--- src/rtl/uart_rx.sv ---
`timescale 1ns/1ps
// uart_rx: oversampling UART receiver framing start/data/optional parity/stop.
// Define RX_MAJORITY_VOTE_EN for 2-of-3 mid-bit sampling instead of a single sample.
module uart_rx #(
  parameter int DATA_WIDTH = 8,
  parameter int PRESCALE_W = 6
) (
  input  logic                  clk,
  input  logic                  rst,
  input  logic                  RX_IN,
  input  logic [PRESCALE_W-1:0] Prescale,
  input  logic                  PAR_EN,
  input  logic                  PAR_TYP,
  output logic [DATA_WIDTH-1:0] P_DATA,
  output logic                  Data_Valid,
  output logic                  Par_Err,
  output logic                  Stp_Err
);

  localparam int CNT_W = $clog2(DATA_WIDTH + 1);

  typedef enum logic [2:0] {IDLE, START, DATA, PARITY, STOP} state_t;

  state_t                  state_reg, state_next;
  logic [PRESCALE_W-1:0]   edge_cnt_reg, edge_cnt_next;
  logic [CNT_W-1:0]        bit_cnt_reg, bit_cnt_next;
  logic [DATA_WIDTH-1:0]   shift_reg, shift_next;
  logic [PRESCALE_W-1:0]   p_reg, p_next;
  logic                    par_en_reg, par_en_next;
  logic                    par_typ_reg, par_typ_next;
  logic                    par_bad_reg, par_bad_next;
  logic [DATA_WIDTH-1:0]   p_data_reg, p_data_next;
  logic                    data_valid_reg, data_valid_next;
  logic                    par_err_reg, par_err_next;
  logic                    stp_err_reg, stp_err_next;
  logic                    s_mid_reg;
  logic                    bit_val;
  logic [PRESCALE_W-1:0]   half, half_p1, last_edge;
  logic                    bit_end, decide;

  assign half      = p_reg >> 1;
  assign half_p1   = half + PRESCALE_W'(1);
  assign last_edge = p_reg - PRESCALE_W'(1);
  assign bit_end   = (edge_cnt_reg == last_edge);
  assign decide    = (edge_cnt_reg == half_p1);

  always_ff @(posedge clk or posedge rst) begin
    if (rst) s_mid_reg <= 1'b1;
    else if (edge_cnt_reg == half) s_mid_reg <= RX_IN;
  end

`ifdef RX_MAJORITY_VOTE_EN
  logic                  s_early_reg;
  logic [PRESCALE_W-1:0] half_m1;

  assign half_m1 = half - PRESCALE_W'(1);

  always_ff @(posedge clk or posedge rst) begin
    if (rst) s_early_reg <= 1'b1;
    else if (edge_cnt_reg == half_m1) s_early_reg <= RX_IN;
  end

  // The third vote is the live line at the decision cycle itself.
  assign bit_val = (s_early_reg & s_mid_reg) | (s_early_reg & RX_IN) | (s_mid_reg & RX_IN);
`else
  assign bit_val = s_mid_reg;
`endif

  always_ff @(posedge clk or posedge rst) begin
    if (rst) begin
      state_reg      <= IDLE;
      edge_cnt_reg   <= '0;
      bit_cnt_reg    <= '0;
      shift_reg      <= '0;
      p_reg          <= '0;
      par_en_reg     <= 1'b0;
      par_typ_reg    <= 1'b0;
      par_bad_reg    <= 1'b0;
      p_data_reg     <= '0;
      data_valid_reg <= 1'b0;
      par_err_reg    <= 1'b0;
      stp_err_reg    <= 1'b0;
    end else begin
      state_reg      <= state_next;
      edge_cnt_reg   <= edge_cnt_next;
      bit_cnt_reg    <= bit_cnt_next;
      shift_reg      <= shift_next;
      p_reg          <= p_next;
      par_en_reg     <= par_en_next;
      par_typ_reg    <= par_typ_next;
      par_bad_reg    <= par_bad_next;
      p_data_reg     <= p_data_next;
      data_valid_reg <= data_valid_next;
      par_err_reg    <= par_err_next;
      stp_err_reg    <= stp_err_next;
    end
  end

  always_comb begin
    state_next      = state_reg;
    edge_cnt_next   = bit_end ? '0 : edge_cnt_reg + PRESCALE_W'(1);
    bit_cnt_next    = bit_cnt_reg;
    shift_next      = shift_reg;
    p_next          = p_reg;
    par_en_next     = par_en_reg;
    par_typ_next    = par_typ_reg;
    par_bad_next    = par_bad_reg;
    p_data_next     = p_data_reg;
    data_valid_next = 1'b0;
    par_err_next    = 1'b0;
    stp_err_next    = 1'b0;

    case (state_reg)
      IDLE: begin
        edge_cnt_next = '0;
        bit_cnt_next  = '0;
        if (!RX_IN) begin
          state_next   = START;
          p_next       = Prescale;
          par_en_next  = PAR_EN;
          par_typ_next = PAR_TYP;
          par_bad_next = 1'b0;
        end
      end
      START: begin
        if (decide && bit_val) begin
          state_next    = IDLE;
          edge_cnt_next = '0;
        end else if (bit_end) begin
          state_next = DATA;
        end
      end
      DATA: begin
        if (decide) shift_next = {bit_val, shift_reg[DATA_WIDTH-1:1]};
        if (bit_end) begin
          if (bit_cnt_reg == CNT_W'(DATA_WIDTH - 1)) begin
            bit_cnt_next = '0;
            state_next   = par_en_reg ? PARITY : STOP;
          end else begin
            bit_cnt_next = bit_cnt_reg + CNT_W'(1);
          end
        end
      end
      PARITY: begin
        if (decide) par_bad_next = (bit_val != ((^shift_reg) ^ par_typ_reg));
        if (bit_end) state_next = STOP;
      end
      STOP: begin
        // Leave mid-stop so a back-to-back start bit is caught on its first low cycle.
        if (decide) begin
          state_next    = IDLE;
          edge_cnt_next = '0;
          stp_err_next  = ~bit_val;
          par_err_next  = par_bad_reg;
          if (bit_val && !par_bad_reg) begin
            data_valid_next = 1'b1;
            p_data_next     = shift_reg;
          end
        end
      end
      default: state_next = IDLE;
    endcase
  end

  assign P_DATA     = p_data_reg;
  assign Data_Valid = data_valid_reg;
  assign Par_Err    = par_err_reg;
  assign Stp_Err    = stp_err_reg;

endmodule

--- config.mk ---
export PLATFORM = sky130hd
export DESIGN_NAME = uart_rx
export DESIGN_NICKNAME = d
export VERILOG_FILES = /design/src/rtl/uart_rx.sv
export SDC_FILE = /design/constraint.sdc
export NUM_CORES = 1
export LEC_CHECK = 0
export BUFFER_PORTS_ARGS = -buffer_cell sky130_fd_sc_hd__buf_2
export CAP_MARGIN = 20
export CORE_ASPECT_RATIO = 1.5
export CORE_MARGIN = 4
export CORE_UTILIZATION = 37
export CTS_CLUSTER_DIAMETER = 40
export DETAILED_ROUTE_END_ITERATION = 10
export SYNTH_ARGS = -nofsm -noshare
export SYNTH_HDL_FRONTEND = slang
export SYNTH_SLANG_ARGS = --single-unit
--- constraint.sdc ---
create_clock -name clk -period 4.2 [get_ports clk]
set_clock_uncertainty 0.05 [all_clocks]
set_input_delay 0 -clock clk [delete_from_list [all_inputs] [get_ports clk]]
set_output_delay 0 -clock clk [all_outputs]
set_load 0.1 [all_outputs]
==> impl_metrics.ini, run 1 <==
[floorplanning]
initial_core_util_pct = 38.7
die_h_um = 104
fp.coreArea_mm2 = 0.00587
boundaryPins = 22
std_cell_rows = 34
die_area_mm2 = 0.00748
die_w_um = 72.0

[global_routing]
grt_overflow = 0
grt_pass1_wl_um = 7560
grt_util_met1_pct = 14.7
antenna_found_initial = 0
top_usage_layer = met2
grtUsageMet2_pct = 21.1
grt_pass1_vias = 1626
globalRouteMet3Util_pct = 2.51
grtUsageTotal_pct = 12.6
grt_max_degree = 43

[cells_and_area]
area_growth_syn_to_layout_pct = 15.2
multi_input_area_mm2 = 0.00113
n_antenna_cell = 0
layout.cells.non_filler = 311
num-nets-final = 254
nFillCells = 576
seqCellArea_mm2 = 0.00105
drive_gt1_share_pct = 22.6

[pwr]
share_seq_of_total_power_pct = 40.1
switching_share_pct = 41.8
power_switching_uw = 757
power_density_mw_per_mm2 = 692
cellInternalPower_mw = 1.05
pwr-share-clk_pct = 15.2
p_leak_nw = 1.16
pwr-share-comb_pct = 44.7
ir_worst_vdd_mv = 0.301
p_total_mw = 1.81

[job]
maxCapViolCount = 0

[yosys]
syn_inst = 211
ys_async_sr_fraction_pct = 100
synth-seq-cells = 42
yosysSeqAreaShare_pct = 46.3
synth_edf_count = 0
netlist_area_mm2 = 0.00227
synth_ff_type = dfrtp_1
yosys_warnings = 0
yosys.cell_types.count = 41
syn_nets = 227
syn_area_per_cell_um2 = 10.8

[place]
dpl_worst_slack_ns = 1.46
post-place-cells = 293
port_buffers = 21
gp_congestion = 0.814
hpwl_um = 3130

[timing]
worst_pin_slew_ns = 0.861
timing_hold_violations_final = 0
drv_slew = 0
finalSetupViolations = 0
rsz0062_at_grt = false
fmax_mhz = 367
post-route-min-period_ns = 2.73
final.period_utilization_pct = 64.9
slew_headroom_pct = 42.4
final.setup.tns_ns = 0
worst_slack_ns = 1.47

[detailed_routing]
viasPerCell = 5.14
drt-total-wl_um = 4310
vias = 1600
ant_nets = 0
drc = 0
drtIter0Drc = 80
post_drt_wl_per_cell_um = 13.9
drt_first_pass_iters = 4

[worst_setup_path]
cp.required_ns = 4.33
arrival_ns = 2.86
crit_path_start_kind = flop
crit_type = reg -> reg
crit_family = simple AND/OR/NAND/NOR gates
cp_cell_sequence = ha_1, or4b_1, o211ai_2, and4_1, nor4b_4, mux2_2
cp-end-kind = flop
path_max_fanout = 8
slowest_stage = nor4b_4
slowest_delay_ns = 0.54
path_buf_inv = 0

[clock_network]
clk_pin_slew_ns = 0.09
cts_made_buffers = 5
cts_root_buf = clkbuf_8
h-tree-depth = 2
cts_tree = done
clkLatencyLatePin_ns = 0.30
clock-sinks = 42
clk_path_buf_depth = 2

[run_status]
outcome = complete, no violations

[hold_path]
hp-class = in -> async
==> path summary, 6_finish.rpt <==
kind                            slack (ns)   endpoint        start  cells past startpoint
worst min register to register        0.46  P_DATA[2]    P_DATA[2]                      1
worst max register to register        1.47  P_DATA[5]     p_reg[2]                      6
max in group asynchronous             3.40    bit_val          rst                      4
min in group clk                      0.38   p_reg[2]  Prescale[2]                      4
worst max-delay path                  1.47  P_DATA[5]     p_reg[2]                      6
worst min-delay path                  0.33  P_DATA[6]          rst                      4
==> area by class of cell <==
class / count / share of cell area [%]
inverter: 10 / 1.43
clock inverter: 3 / 0.956
multi-input combinational: 147 / 43.2
tap: 72 / 3.44
sequential: 42 / 40.2
timing repair buffer: 32 / 8.13
clock buffer: 5 / 2.63
==> synthesized netlist by cell type, types with 2 or more instances <==
master     n  area share [%]
nand2b_1   3            0.83
and3_1     4             1.1
xor2_1     5             1.9
nand2_1   13             2.1
a22o_1     2            0.77
buf_2      2            0.44
a21oi_1    9             2.0
nor2b_1    3            0.83
o21ai_0    6             1.3
nor3b_1    3            0.99
clkbuf_1   9             1.5
o211ai_1   5             1.7
nand3_1    8             1.8
nor3_1     4            0.88
mux2i_1    2            0.88
dfrtp_1   41              45
nor2_1     8             1.3
ha_1       5             2.8
and4_1     2            0.77
inv_1     10             1.7
mux2_2    21              10
xnor2_1   27              10
==> cells in the final DEF (no fill, tap or decap), drive strengths merged, types with 4 or more instances in the layout <==
master and count:
xor2 5, nor3 4, and3 4, dlygate4sd3 10, buf 22, a21oi 9
nand3 8, inv 11, dfrtp 41, o211ai 6, xnor2 27, nand2 13
nor2 8, o21ai 6, clkbuf 5, ha 5, mux2 21
==> metal layers <==
| layer | routed length (um) | vias to the layer above | part of all wire, % |
|---|---|---|---|
| met5 | 0 | - | 0 |
| met4 | 127 | 0 | 2.9 |
| met3 | 149 | 10 | 3.5 |
| met2 | 2260 | 30 | 52 |
| met1 | 1770 | 771 | 41 |
| li1 | - | 789 | - |
==> what timing repair did <==
item	in CTS	in global routing
hold endpoints to repair	51	0
hold buffers	10	0
gates resized for setup	0	0
setup buffers	0	0
==> power by group through the flow <==
stage	clock [mW]	combinational, mW	sequential, mW
2_1_floorplan	0	0.771	0.617
3_3_place_gp	0	0.799	0.733
3_5_place_dp	0	0.811	0.735
4_1_cts	0.286	0.818	0.727
5_1_grt	0.300	0.908	0.755
6_report	0.275	0.809	0.727
==> worst register-to-register path: cells and delay by family, from the launching register on <==
| family | cells | cell delay [ns] |
|---|---|---|
| AO/OA/AOI/OAI | 1 | 0.10 |
| adder cells (fa/ha/maj) | 1 | 0.25 |
| flip-flops | 1 | 0.48 |
| multiplexers | 1 | 0.40 |
| AND/OR/NAND/NOR | 3 | 1.33 |
==> metrics by stage <==
step                      utilization, %  hold WS (ns)  cell area [um2]
after floorplan                        -        0.0561             2270
after global placement              41.3         0.117             2420
after detailed placement            41.3         0.121             2420
after CTS                           44.6         0.330             2620
after global routing                44.6         0.406             2620
final                               44.6         0.329             2620
==> cell families after synthesis <==
| family | Yosys count | share of synthesized area (%) |
|---|---|---|
| AOI/OAI and AO/OA | 34 | 10.2 |
| xor gates and xnor gates | 32 | 12.3 |
| adders and majority gates | 5 | 2.75 |
| buffers and inverters | 22 | 3.91 |
| DFF | 42 | 46.3 |
| muxes | 23 | 11.3 |
| and+or+nand+nor | 53 | 13.1 |
(Power assumes the default switching activity.)
==> inputs of run 2 (changes only) <==
--- a/config.mk
+++ b/config.mk
@@ -5,6 +5,7 @@
 export SDC_FILE = /design/constraint.sdc
 export NUM_CORES = 1
 export LEC_CHECK = 0
+export ABC_AREA = 1
 export BUFFER_PORTS_ARGS = -buffer_cell sky130_fd_sc_hd__buf_2
 export CAP_MARGIN = 20
 export CORE_ASPECT_RATIO = 1.5
==> constraint.sdc (replaced) <==
create_clock -name clk -period 2.6 [get_ports clk]
set_clock_uncertainty 0.05 [all_clocks]
set_input_delay 0 -clock clk [delete_from_list [all_inputs] [get_ports clk]]
set_output_delay 0 -clock clk [all_outputs]
set_load 0.1 [all_outputs]
==> impl_metrics.ini, run 2 <==
[yosys]
syn_nets = 317
synth_ff_type = dfrtp_1
synth-seq-cells = 42
yosys_warnings = 0
ys_async_sr_fraction_pct = 100
syn_inst = 301
syn_area_per_cell_um2 = 7.84
synth_most_common_cell = nand2_1
netlist_area_mm2 = 0.00236
yosys.cell_types.count = 33
synthTopCellsByArea = dfrtp_1 (43%), nand2_1 (14%), inv_1 (5.9%)
synth_edf_count = 0
synth_largest_area_cell = dfrtp_1
synth_common_cells = nand2_1 (87), dfrtp_1 (41), inv_1 (37)
synth_top_area_share_pct = 43.5
yosysSeqAreaShare_pct = 44.6

[timing]
final.setup.tns_ns = 0
drv_slew = 0
timing_hold_violations_final = 0
slew_headroom_pct = 64.1
worst_slack_ns = 0.472
finalSetupViolations = 0
post-route-min-period_ns = 2.13
worst_pin_slew_ns = 0.539
rsz0062_at_grt = false
fmax_mhz = 470
final.period_utilization_pct = 81.8
fin_worst_hold_slack_ns = 0.236

[global_routing]
grtUsageTotal_pct = 13.9
grt_pass1_vias = 1893
antenna_found_initial = 0
grt_pass1_wl_um = 8430
grt_overflow = 0
grt_max_degree = 17

[cells_and_area]
layout.cells.non_filler = 412
n_antenna_cell = 0
final_cell_mix = nand2_1 (87), dfrtp_1 (41), inv_1 (37), nor2_1 (29), buf_2 (21)
drive_gt1_share_pct = 16.9
num-nets-final = 353
nFillCells = 588
final_common_cell = nand2_1
area_growth_syn_to_layout_pct = 16.6

[clock_network]
clkLatencyLatePin_ns = 0.29
cts_made_buffers = 5
cts_tree = done
clk_pin_slew_ns = 0.08
postCtsSetupRepairBufs = 0
h-tree-depth = 2
clk_path_buf_depth = 2
clock-sinks = 42
cts_root_buf = clkbuf_8
post_cts_resize_count = 0

[worst_setup_path]
cp-end-kind = flop
path_max_fanout = 16
crit_top_cell = nor2_1
cp.required_ns = 2.73
cp_cell_sequence = inv_1, ha_1, nor2_1, nor2_1, nor2_1, nand2_1, nor2_1, and2_4, nand4_4, nand2_1, o21ai_2
crit_path_start_kind = flop
crit_type = reg -> reg
slowest_stage = dfrtp_1
slowest_delay_ns = 0.43
arrival_ns = 2.26

[place]
hpwl_um = 3630
post-place-cells = 394
port_buffers = 21
dpl_worst_slack_ns = 0.480
gp_congestion = 0.854

[detailed_routing]
ant_nets = 0
drt-total-wl_um = 4750
post_drt_wl_per_cell_um = 11.5
drtIter0Drc = 88
drt_first_pass_iters = 4
viasPerCell = 4.65
drc = 0
vias = 1915

[floorplanning]
die_area_mm2 = 0.00775
boundaryPins = 22
die_h_um = 106
fp.coreArea_mm2 = 0.00617
std_cell_rows = 35
die_w_um = 73.2
initial_core_util_pct = 38.2

[hold_path]
hp-class = in -> async

[pwr]
power_density_mw_per_mm2 = 943
pwr-share-comb_pct = 42.9
power_switching_mw = 1.08
ir_worst_vdd_mv = 0.552
share_seq_of_total_power_pct = 37.6
p_leak_nw = 1.40
cellInternalPower_mw = 1.51
p_total_mw = 2.59
switching_share_pct = 41.7
pwr-share-clk_pct = 19.4

[job]
maxCapViolCount = 0

[run_status]
outcome = complete, no violations
run 2: cell types whose count changed after synthesis, sizes merged, moves of 16 or more:
cell,before,now
inv,10,40
xnor2,27,11
nand2,13,91
o21ai,6,28
nor2,8,32
mux2,21,0
run 2: final cells by class:
cell class	instances	area (um2)	share of cell area, %
repair buffers	35	235	8.55
clock inverters	3	40.0	1.46
clock buffers	5	68.8	2.50
multi-input cells	213	1110	40.4
flip-flops and latches	42	1050	38.2
well taps	74	92.6	3.37
inverters	40	150	5.46
run 2: logic make-up (layout without fill, tap and decap cells):
group | after synthesis | count (layout) | share of synthesized area (%)
xor gates and xnor gates | 18 | 18 | 6.68
AOI/OAI and AO/OA | 35 | 35 | 8.96
and+or+nand+nor | 155 | 155 | 28.8
buffers and inverters | 46 | 83 | 8.27
adders and majority gates | 5 | 5 | 2.65
DFF | 42 | 42 | 44.6
run 2: critical path: cells and delay by family (launching register included):
kind	cells	cell delay (ns)
AND/OR/NAND/NOR	8	1.05
adder cells (fa/ha/maj)	1	0.26
flip-flops	1	0.43
AO/OA/AOI/OAI	1	0.06
buffers and inverters	1	0.15
run 2: through the flow:
step | area [um2] | util [%]
floorplan | 2360 | -
global placement | 2540 | 41.2
detailed placement | 2540 | 41.2
CTS | 2750 | 44.6
global route | 2750 | 44.6
finish | 2750 | 44.6
run 2: power groups by stage:
stage | logic, mW | clock network, mW | registers, mW
after global placement | 1.09 | 0 | 0.984
after detailed placement | 1.11 | 0 | 0.988
after floorplan | 0.926 | 0 | 0.941
after global routing | 1.30 | 0.550 | 1.00
after CTS | 1.12 | 0.519 | 0.977
final | 1.11 | 0.504 | 0.977
run 2: final timing paths:
| check | startpoint | endpoint | slack (ns) | cells past startpoint |
|---|---|---|---|---|
| worst max-delay path | p_reg[2] | P_DATA[6] | 0.47 | 11 |
| worst min-delay path | rst | P_DATA[2] | 0.24 | 3 |
| worst max register to register | p_reg[2] | P_DATA[6] | 0.47 | 11 |
| worst min register to register | P_DATA[0] | P_DATA[0] | 0.43 | 2 |
| max in group asynchronous | rst | bit_val | 1.59 | 4 |
| min in group clk | Prescale[5] | p_reg[5] | 0.39 | 4 |
run 2: layer usage:
metal	global-route usage [%]	wire, um	up-vias
met1	15.5	1900	852
li1	-	-	1005
met3	2.67	194	9
met2	24.5	2500	49
met5	0	0	-
met4	6.86	152	0
run 2: what timing repair did:
action / in CTS / in global routing
hold endpoints to repair: 21 / 0
setup endpoints to repair: 0 / 0
hold buffers: 10 / 0
==> inputs of run 3 (changes only) <==
--- a/config.mk
+++ b/config.mk
@@ -5,7 +5,7 @@
 export SDC_FILE = /design/constraint.sdc
 export NUM_CORES = 1
 export LEC_CHECK = 0
-export ABC_AREA = 1
+export ABC_AREA = 0
 export BUFFER_PORTS_ARGS = -buffer_cell sky130_fd_sc_hd__buf_2
 export CAP_MARGIN = 20
 export CORE_ASPECT_RATIO = 1.5
==> constraint.sdc (replaced) <==
create_clock -name clk -period 1.8 [get_ports clk]
set_clock_uncertainty 0.05 [all_clocks]
set_input_delay 0 -clock clk [delete_from_list [all_inputs] [get_ports clk]]
set_output_delay 0 -clock clk [all_outputs]
set_load 0.1 [all_outputs]
==> impl_metrics.ini, run 3 (same netlist as run 1, synthesis figures left out) <==
[run_status]
outcome = finished with violations
failed_checks = setup timing

[detailed_routing]
vias = 1878
ant_nets = 0
drc = 0
post_drt_wl_per_cell_um = 15.5
drt-total-wl_um = 5730
drt_first_pass_iters = 4
viasPerCell = 5.09
drtIter0Drc = 82

[floorplanning]
die_area_mm2 = 0.00748
die_w_um = 72.0
boundaryPins = 22
fp.coreArea_mm2 = 0.00587
initial_core_util_pct = 38.7
std_cell_rows = 34
die_h_um = 104

[global_routing]
grt_pass1_wl_um = 9520
grt_pass1_vias = 1932
grtUsageTotal_pct = 15.9
antenna_found_initial = 0
grt_overflow = 0
grt_max_degree = 43

[timing]
post-route-min-period_ns = 2.28
final.period_utilization_pct = 127
worst_slack_ns = -0.481
drv_slew = 0
timing_hold_violations_final = 0
fin_worst_hold_slack_ns = 0.329
slew_headroom_pct = 63.8
fmax_mhz = 438
rsz0062_at_grt = true
finalSetupViolations = 32
worst_pin_slew_ns = 0.543

[worst_setup_path]
crit_family = simple AND/OR/NAND/NOR gates
slowest_delay_ns = 0.48
cp_cell_sequence = xnor2_2, or4b_4, o211ai_2, and4_4, nor4b_4, buf_6, mux2_4
cp.required_ns = 1.93
arrival_ns = 2.42
crit_type = reg -> reg
cp-end-kind = flop
path_max_fanout = 8
slowest_stage = or4b_4
path_buf_inv = 1
crit_path_start_kind = flop

[cells_and_area]
final_common_cell = buf_4
seqCellArea_mm2 = 0.00105
nFillCells = 486
area_growth_syn_to_layout_pct = 53.9
drive_gt1_share_pct = 51.2
multi_input_area_mm2 = 0.00151
n_antenna_cell = 0
final_cell_mix = buf_4 (47), dfrtp_1 (41), xnor2_1 (21), mux2_4 (21), buf_2 (21)
num-nets-final = 312
layout.cells.non_filler = 369

[place]
gp_congestion = 0.852
port_buffers = 21
post-place-cells = 336
hpwl_um = 3780

[clock_network]
cts_tree = done
clk_pin_slew_ns = 0.08
h-tree-depth = 2
clock-sinks = 42
cts_made_buffers = 5
clk_path_buf_depth = 2
cts_root_buf = clkbuf_8
clkLatencyLatePin_ns = 0.29

[pwr]
ir_worst_vdd_mv = 1.03
p_leak_nw = 1.55
power_density_mw_per_mm2 = 1850

[job]
maxCapViolCount = 0

[hold_path]
hp-class = in -> async
==> run 3: cell types whose count changed in the layout (fill, tap and decap cells not counted), moves of 8 or more <==
| cell | previous run | this run |
|---|---|---|
| nand2_1 | 87 | 10 |
| xnor2_1 | 11 | 21 |
| nand3_1 | 19 | 6 |
| mux2_4 | 0 | 21 |
| o21ai_2 | 8 | 0 |
| buf_6 | 0 | 12 |
| buf_4 | 4 | 47 |
| o21ai_1 | 8 | 0 |
| nor2_1 | 29 | 6 |
| inv_1 | 37 | 8 |
==> run 3: where the power goes <==
part | internal, mW | switching (mW) | total, mW
combinational | 2.26 | 1.93 | 4.18
clock | 0.414 | 0.340 | 0.754
sequential | 1.23 | 0.283 | 1.51
==> run 3: area by class of cell <==
cell class | count | area share [%]
multi-input cells | 147 | 43.2
flip-flops and latches | 42 | 30.1
repair buffers | 90 | 19.8
well taps | 72 | 2.58
clock buffers | 6 | 2.08
inverters | 10 | 1.15
clock inverters | 2 | 1.07
==> run 3: repair_timing <==
item	CTS	global route
setup endpoints to repair	33	39
hold endpoints to repair	51	0
setup buffers	22	9
hold buffers	10	0
resized for setup	43	37
pin swaps	26	21
==> run 3: path summary, 6_finish.rpt <==
path                                 start           end  slack, ns  cells past startpoint
setup reg to reg           edge_cnt_reg[4]     P_DATA[1]      -0.48                      7
hold / removal                         rst  shift_reg[5]       0.33                      4
setup / recovery           edge_cnt_reg[4]     P_DATA[1]      -0.48                      7
min in group clk                    PAR_EN    par_en_reg       0.39                      4
max in group asynchronous              rst       bit_val       1.00                      4
hold reg to reg                  P_DATA[2]     P_DATA[2]       0.46                      1
==> run 3: through the flow <==
step           instance area, um2  TNS, ns  util, %  power, mW  worst slack [ns]
2_1_floorplan                2330   -10.99        -       3.37            -0.631
3_3_place_gp                 2800   -12.50     47.6       4.35            -0.535
3_5_place_dp                 2800   -14.28     47.6       4.43            -0.597
4_1_cts                      3290    -9.49     56.1       5.96            -0.455
5_1_grt                      3500   -13.79     59.5       6.91            -0.561
6_report                     3500   -10.61     59.5       6.45            -0.481
==> run 3: layer usage <==
metal	part of all wire [%]	vias to the layer above	global-route usage, %
met3	2.0	14	2.80
met1	42	929	19.4
met2	52	25	26.6
li1	-	910	-
met5	0	-	0
met4	3.2	0	7.26
==> run 3: worst reg2reg max path: stages (launching register included) <==
cell and delay [ns]:
dfrtp_1 0.42, xnor2_2 0.15, or4b_4 0.48, o211ai_2 0.08
and4_4 0.26, nor4b_4 0.21, buf_6 0.20, mux2_4 0.31
